$ cat config.mk
export PLATFORM = sky130hd
export DESIGN_NAME = aud_player_i2s
export DESIGN_NICKNAME = d
export VERILOG_FILES = /design/src/rtl/aud_pkg.sv /design/src/rtl/aud_clk_sync.sv /design/src/rtl/aud_player_i2s.sv
export SDC_FILE = /design/constraint.sdc
export NUM_CORES = 1
export LEC_CHECK = 0
export ABC_AREA = 1
export CORE_ASPECT_RATIO = 0.8
export CORE_UTILIZATION = 50
export DETAILED_ROUTE_END_ITERATION = 12
export PLACE_DENSITY = 0.72
export SLEW_MARGIN = 20
export SYNTH_ARGS = -nofsm -noshare
export SYNTH_HDL_FRONTEND = slang
export SYNTH_SLANG_ARGS = --single-unit
export TNS_END_PERCENT = 10
$ cat constraint.sdc
create_clock -name i_clk -period 4.1 [get_ports i_clk]
set_clock_uncertainty 0.15 [all_clocks]
set_input_delay 1.23 -clock i_clk [delete_from_list [all_inputs] [get_ports i_clk]]
set_output_delay 1.23 -clock i_clk [all_outputs]
set_load 0.005 [all_outputs]
$ cat src/rtl/aud_pkg.sv
// Shared types and constants for the audio DAC serializer path.
package aud_pkg;

    typedef enum logic {
        AUD_I2S = 1'b0,
        AUD_LJ  = 1'b1
    } aud_mode_e;

    typedef enum logic [1:0] {
        S_IDLE  = 2'd0,
        S_LEFT  = 2'd1,
        S_RIGHT = 2'd2
    } aud_state_e;

    localparam int unsigned AUD_SYNC_MIN = 2;

endpackage

$ cat src/rtl/aud_clk_sync.sv
// Brings the codec bclk/lrck into the system clock domain and flags bclk falling edges.
module aud_clk_sync
    import aud_pkg::*;
#(
    parameter int unsigned STAGES = AUD_SYNC_MIN
) (
    input  logic clk_i,
    input  logic rst_i,
    input  logic bclk_i,
    input  logic lrck_i,
    output logic bclk_fall_c_o,
    output logic lrck_sampled_o
);

    localparam int unsigned N = (STAGES < AUD_SYNC_MIN) ? AUD_SYNC_MIN : STAGES;

    logic [N-1:0] bclk_sync_q;
    logic [N-1:0] lrck_sync_q;
    logic         bclk_prev_q;

    always_ff @(posedge clk_i) begin
        if (rst_i) begin
            bclk_sync_q <= '0;
            lrck_sync_q <= '0;
            bclk_prev_q <= 1'b0;
        end else begin
            bclk_sync_q <= {bclk_sync_q[N-2:0], bclk_i};
            lrck_sync_q <= {lrck_sync_q[N-2:0], lrck_i};
            bclk_prev_q <= bclk_sync_q[N-1];
        end
    end

    assign bclk_fall_c_o  = bclk_prev_q & ~bclk_sync_q[N-1];
    assign lrck_sampled_o = lrck_sync_q[N-1];

endmodule

$ cat src/rtl/aud_player_i2s.sv
// Stereo frame buffer and I2S / left-justified serializer for the codec DAC data line.
module aud_player_i2s
    import aud_pkg::*;
#(
    parameter int unsigned DATA_W      = 16,
    parameter int unsigned SLOT_MAX    = 32,
    parameter int unsigned MODE        = 0,
    parameter int unsigned SYNC_STAGES = 2
) (
    input  logic              i_clk,
    input  logic              i_rst,
    input  logic              i_bclk,
    input  logic              i_daclrck,
    input  logic              i_en,
    input  logic              i_valid,
    input  logic [DATA_W-1:0] i_left,
    input  logic [DATA_W-1:0] i_right,
    output logic              o_ready,
    output logic              o_aud_dacdat,
    output logic              o_underflow,
    output logic              o_busy
);

    localparam int unsigned CNT_W  = $clog2(SLOT_MAX + 1);
    localparam aud_mode_e   MODE_E = (MODE == 1) ? AUD_LJ : AUD_I2S;

    logic bclk_fall_c;
    logic lrck_s;

    aud_clk_sync #(.STAGES(SYNC_STAGES)) u_sync (
        .clk_i          (i_clk),
        .rst_i          (i_rst),
        .bclk_i         (i_bclk),
        .lrck_i         (i_daclrck),
        .bclk_fall_c_o  (bclk_fall_c),
        .lrck_sampled_o (lrck_s)
    );

    aud_state_e        state_q, state_d;
    logic              lrck_prev_q, lrck_prev_d;
    logic [CNT_W-1:0]  cnt_q, cnt_d;
    logic [DATA_W-1:0] left_sr_q, left_sr_d, right_sr_q, right_sr_d;
    logic [DATA_W-1:0] buf_left_q, buf_left_d, buf_right_q, buf_right_d;
    logic              buf_empty_q, buf_empty_d;
    logic              dac_q, dac_d, uf_q, uf_d, busy_q, busy_d;

    logic              lr_edge_c, start_c, accept_c, load_c;
    logic [DATA_W-1:0] new_left_c, word_c, shift_c;
    int unsigned       pos_c;

    always_comb begin
        state_d     = state_q;
        lrck_prev_d = lrck_prev_q;
        cnt_d       = cnt_q;
        left_sr_d   = left_sr_q;
        right_sr_d  = right_sr_q;
        buf_left_d  = buf_left_q;
        buf_right_d = buf_right_q;
        buf_empty_d = buf_empty_q;
        dac_d       = dac_q;
        uf_d        = 1'b0;
        word_c      = '0;
        shift_c     = '0;
        pos_c       = 0;

        lr_edge_c  = bclk_fall_c && (lrck_s != lrck_prev_q);
        start_c    = lr_edge_c && !lrck_s;
        accept_c   = i_valid && buf_empty_q;
        load_c     = start_c && i_en && !buf_empty_q;
        new_left_c = load_c ? buf_left_q : '0;

        case (state_q)
            S_IDLE:  if (start_c) state_d = S_LEFT;
            S_LEFT:  if (lr_edge_c && lrck_s) state_d = S_RIGHT;
            S_RIGHT: if (start_c) state_d = S_LEFT;
            default: state_d = S_IDLE;
        endcase

        // Right data is captured together with left so a frame never splits across buffer entries.
        if (start_c) begin
            right_sr_d = load_c ? buf_right_q : '0;
            uf_d       = i_en && buf_empty_q;
        end

        if (accept_c) begin
            buf_left_d  = i_left;
            buf_right_d = i_right;
            buf_empty_d = 1'b0;
        end else if (load_c) begin
            buf_empty_d = 1'b1;
        end

        if (bclk_fall_c) begin
            lrck_prev_d = lrck_s;
            pos_c       = lr_edge_c ? 0 : 32'(cnt_q);
            cnt_d       = (pos_c >= SLOT_MAX) ? CNT_W'(SLOT_MAX) : CNT_W'(pos_c + 1);
            if (state_q != S_IDLE || start_c) begin
                word_c = start_c ? new_left_c : (lrck_s ? right_sr_q : left_sr_q);
                // I2S spends the lrck-edge slot on a zero before the MSB.
                if (lr_edge_c && MODE_E == AUD_I2S) begin
                    dac_d   = 1'b0;
                    shift_c = word_c;
                end else begin
                    dac_d   = word_c[DATA_W-1] && (pos_c <= DATA_W);
                    shift_c = {word_c[DATA_W-2:0], 1'b0};
                end
                if (lrck_s) right_sr_d = shift_c;
                else        left_sr_d  = shift_c;
            end else begin
                dac_d = 1'b0;
            end
        end

        busy_d = (state_d != S_IDLE);
    end

    always_ff @(posedge i_clk) begin
        if (i_rst) begin
            state_q     <= S_IDLE;
            lrck_prev_q <= 1'b0;
            cnt_q       <= '0;
            left_sr_q   <= '0;
            right_sr_q  <= '0;
            buf_left_q  <= '0;
            buf_right_q <= '0;
            buf_empty_q <= 1'b1;
            dac_q       <= 1'b0;
            uf_q        <= 1'b0;
            busy_q      <= 1'b0;
        end else begin
            state_q     <= state_d;
            lrck_prev_q <= lrck_prev_d;
            cnt_q       <= cnt_d;
            left_sr_q   <= left_sr_d;
            right_sr_q  <= right_sr_d;
            buf_left_q  <= buf_left_d;
            buf_right_q <= buf_right_d;
            buf_empty_q <= buf_empty_d;
            dac_q       <= dac_d;
            uf_q        <= uf_d;
            busy_q      <= busy_d;
        end
    end

    assign o_ready      = buf_empty_q;
    assign o_aud_dacdat = dac_q;
    assign o_underflow  = uf_q;
    assign o_busy       = busy_q;

endmodule

# --- Word-level counts from Yosys, hierarchy flattened ---
# Index checks and enable logic that the tools add are counted.
op_classes:
  reduce_logical: 18
  n_addsub: 1
  order_cmp: 2
  n_bitwise: 4
  mux: 18
  n_eq_ne: 3
ops:
  columns: ["operator", "count"]
  rows:
  - ["two-way mux 16 bit", 9]
  - ["two-way mux 6 bit", 2]
  - ["logical AND 1 bit", 8]
  - ["adder 6 x 1 -> 6 bit (second input constant)", 1]
  - [">= comparator 6 bit (second input constant)", 1]
  - ["less-or-equal comparator 6 x 5 -> 1 bit (second input constant)", 1]
  - ["nonzero test 2 bit", 3]
  - ["two-way mux 1 bit", 4]
  - ["two-way mux 2 bit", 2]
  - ["one-hot mux 2 bit (2 select lines)", 1]
  - ["OR reduction 2 bit", 2]
  - ["inverter 1 bit", 3]
  - ["AND reduction 3 bit", 1]
  - ["== test 2 x 1 -> 1 bit (second input constant)", 1]
  - ["== test 2 bit (second input constant)", 1]
  - ["zero test 1 bit", 2]
  - ["zero test 2 bit", 1]
  - ["bitwise AND 1 bit", 1]
  - ["logical OR 1 bit", 1]
  - ["inequality test 1 bit", 1]
word_totals:
  in_bits: 38
  register_bits: 82
  wordCells: 60

# --- Longest topological paths before layout ---
logic_depth:
  ltp_word: 12
  ltp_mapped: 14
  depth_no_buf: 12

# --- Cells and area by module ---
# From an unflattened synthesis, not the netlist that was laid out.
unflattened:
  cells_unflattened: 516
  hier_area_um2: 3674.8
modules_own_cells:
  columns: ["module", "cells_each", "area_each_um2", "instances"]
  rows:
  - ["aud_player_i2s", 499, 3529.6, 1]
  - ["aud_clk_sync", 17, 145.1, 1]

# --- Least setup slack after synthesis ---
# Ideal clock, no wire load.
synth_path:
  kind: "input port to flip-flop"
  startpoint: "input port i_en"
  endpoint: "register left_sr_q[12]"
  path_slack_ns: 1.744
  t_required_ns: 3.880
  arrival_time_ns: 2.136
  stages: 6
  cell_sequence: "clkbuf_1 buf_2 nand4_1 nand3_1 nand2_1 a21oi_1"
synth_via:
  elab_chain_cells: 5
synth_rtl:
  columns: ["item", "line_no", "text"]
  rows:
  - ["start, declared", "aud_player_i2s.sv:14", "input logic i_en,"]
  - ["logical AND 1 bit (2 in series)", "aud_player_i2s.sv:69", "load_c = start_c && i_en && !buf_empty_q;"]
  - ["two-way mux 16 bit", "aud_player_i2s.sv:70", "new_left_c = load_c ? buf_left_q : '0;"]
  - ["two-way mux 16 bit", "aud_player_i2s.sv:98", "word_c = start_c ? new_left_c : (lrck_s ? right_sr_q : left_sr_q);"]
  - ["two-way mux 16 bit", "aud_player_i2s.sv:100", "if (lr_edge_c && MODE_E == AUD_I2S) begin"]
  - ["end signal, assigned", "aud_player_i2s.sv:134", "left_sr_q <= left_sr_d;"]
  - ["end, declared", "aud_player_i2s.sv:42", "logic [DATA_W-1:0] left_sr_q, left_sr_d, right_sr_q, right_sr_d;"]
# No other way between the ends.
# A chain may end at the register's enable or synchronous reset.

==> results.yml <==
timing:
  worst_slew_pin_slew_ps: 840.3
  rsz0062_at_grt: "no"
  setup_violations: 0
  fin_crit_ps: 2734
  fmax_mhz: 365.7
  fin_crit_sh_pct: 66.69
  slew_headroom_pct: 43.90
  final_hold_viol_count: 0
  slew_viol_final: 0
  fin_setup_tns_ps: 0
synthesis:
  syn_inst: 534
  synthArstFlopShare_pct: 0
  synth-seq-cells: 82
  syn-cell-area_um2: 3845
  synth_cell_types: 31
  ys_seq_area_share_pct: 42.69
  synthFlopType: "dfxtp_1"
  synth-edff-count: 0
  yosysWarnings: 0
  synth_nets: 574
  avgSynthCellArea_um2: 7.200
clock_network:
  cts.htree.levels: 3
  cts_inserted_buffers: 9
  clk_latency_ps: 360
  clk_pin_slew_ps: 90
  cts_hold_buf: 0
  cts_setup_buffers: 0
  cts_tree: "yes"
  cts_root_buf: "clkbuf_8"
  clk_path_buf_depth: 2
  clock-sinks: 82
  postCtsResizedCells: 0
final_layout:
  fillerInstances: 733
  antenna_cells: 0
  final_cell_mix: "129 x nand2_1, 82 x dfxtp_1, 67 x a21oi_1"
  final_common_cell: "nand2_1"
  synthToLayoutAreaGrowth_pct: 15.55
  final_nets: 596
  drive_above_1_share_pct: 8.378
detailed_routing:
  vias_per_cell: 5.339
  first_pass_iters: 5
  drt_wl_total_um: 8934
  dr.first_iter.drc_count: 221
  final_antenna_net_count: 0
  vias: 3556
  wire_per_inst_um: 13.41
  drc: 0
floorplanning:
  fp.coreArea_um2: 7427
  io_pins: 42
  die_x_um: 100.0
  start_util_pct: 51.77
  die_area_um2: 8047
  rows: 28
  fp.dieH_um: 80.44
power_and_ir_drop:
  power_frac_comb_pct: 8.4
  clockPowerShare_pct: 38.3
  p_leak_nw: 1.796
  switching_share_pct: 24.18
  power_frac_seq_pct: 53.3
  power_mw: 1.583
  p_int_mw: 1.200
  power.density_nw_per_um2: 356.2
  power_switching_uw: 382.8
  irDropWorstVdd_uv: 197.3
global_route:
  grt.overflow.total: 0
  grt_pass1_wl_um: 14850
  grtUsageTotal_pct: 23.58
  antenna_found_initial: 0
  grt_pass1_vias: 3353
  grt_max_degree: 47
worst_setup_path:
  worstPathRequired_ps: 4220
  start_kind: "input port"
  crit_path_end_kind: "register"
  cp_max_fo: 46
  path_class: "input port to register"
  crit_arrival_ps: 2860
run_status:
  status: "finished clean"
place:
  dp_hpwl_um: 5830
  port_buffers: 41
  gp_congestion: 0.7797
min_path:
  hold_path.class: "register to register"
flow_run:
  cap_viol_max_count: 0
==> sequential cells by signal, summed over array words and instances (netlist names) <==
register            count
buf_left_q             16
buf_right_q            16
cnt_q                   6
left_sr_q              16
lrck_prev_q             1
o_aud_dacdat            1
o_busy                  1
o_ready                 1
o_underflow             1
right_sr_q             16
state_q                 2
u_sync.bclk_prev_q      1
u_sync.bclk_sync_q      2
u_sync.lrck_sync_q      2
==> worst max-delay path, cell delays in order <==
cell and delay (ps):
clkdlybuf4s50_1 400, buf_4 180, inv_1 460, buf_12 290, o21ai_0 120, a21oi_1 160
==> layout make-up <==
type                    instances  area [um^2]  area share, %
clock inverters                 4        50.05          1.126
flip-flops and latches         82         1642          36.95
multi-input cells             381         1864          41.96
repair buffers                 46        460.4          10.36
inverters                      36        140.1          3.154
clock buffers                  12        155.1          3.492
well taps                     105        131.4          2.957
==> path summary, 6_finish.rpt <==
check,slack (ps),startpoint,depth (start not counted),end
setup / recovery,1370,i_rst,6,left_sr_q[15]
hold / removal,260,u_sync.bclk_sync_q[0],2,u_sync.bclk_sync_q[1]
setup reg to reg,1510,u_sync.lrck_sync_q[1],12,cnt_q[4]
hold reg to reg,260,u_sync.bclk_sync_q[0],2,u_sync.bclk_sync_q[1]
==> synthesized netlist by cell type, types with 2 or more instances <==
library cell / n / share of area [%]
ha_1: 2 / 0.65
nand4_1: 11 / 1.8
nand2_2: 2 / 0.33
buf_1: 2 / 0.20
inv_1: 28 / 2.7
nand4_2: 7 / 2.3
clkinv_1: 2 / 0.20
nand3_1: 36 / 4.7
nand3_2: 2 / 0.52
buf_6: 2 / 0.59
inv_2: 5 / 0.49
buf_2: 8 / 1.0
o21ai_0: 57 / 7.4
nand3b_1: 2 / 0.39
a21oi_2: 5 / 1.1
nand2_1: 129 / 13
nor2_8: 2 / 1.0
nor2_1: 45 / 4.4
dfxtp_1: 82 / 43
buf_4: 4 / 0.78
a21oi_1: 67 / 8.7
o21ai_1: 9 / 1.2
clkbuf_1: 17 / 1.7
==> power by group through the flow <==
| stage | clock [mW] | combinational [mW] | sequential, mW |
|---|---|---|---|
| finish | 0.606 | 0.133 | 0.844 |
| global route | 0.648 | 0.150 | 0.847 |
| CTS | 0.616 | 0.134 | 0.844 |
| detailed placement | 0 | 0.133 | 0.862 |
| global placement | 0 | 0.128 | 0.862 |
| floorplan | 0 | 0.0794 | 0.856 |
==> cells by family (layout without fill, tap and decap cells) <==
| family | Yosys count | count (layout) | synth area share (%) |
|---|---|---|---|
| simple gates | 238 | 238 | 28.47 |
| buf+inv | 71 | 98 | 8.819 |
| flops | 82 | 82 | 42.69 |
| compound gates | 141 | 141 | 19.36 |
| fa+ha+maj | 2 | 2 | 0.6507 |
==> per-stage QoR <==
step	hold slack, ps	utilization [%]	setup slack [ps]	cell area, um^2	cells
finish	255.7	59.82	1366	4443	666
global route	273.3	59.82	1201	4443	666
CTS	260.0	59.82	1391	4443	666
detailed placement	248.7	57.06	1049	4238	650
global placement	245.6	57.06	1087	4238	650
floorplan	238.3	-	1744	3845	534
==> layer usage <==
metal  vias to the layer above  wire [um]  GRT usage (%)
met5                         -          0              0
met4                         0        199          9.710
met3                        21        403          5.657
met2                        86       4384          41.72
met1                      1632       3947          27.49
li1                       1817          -              -
Power figures use the tool's default switching activity.
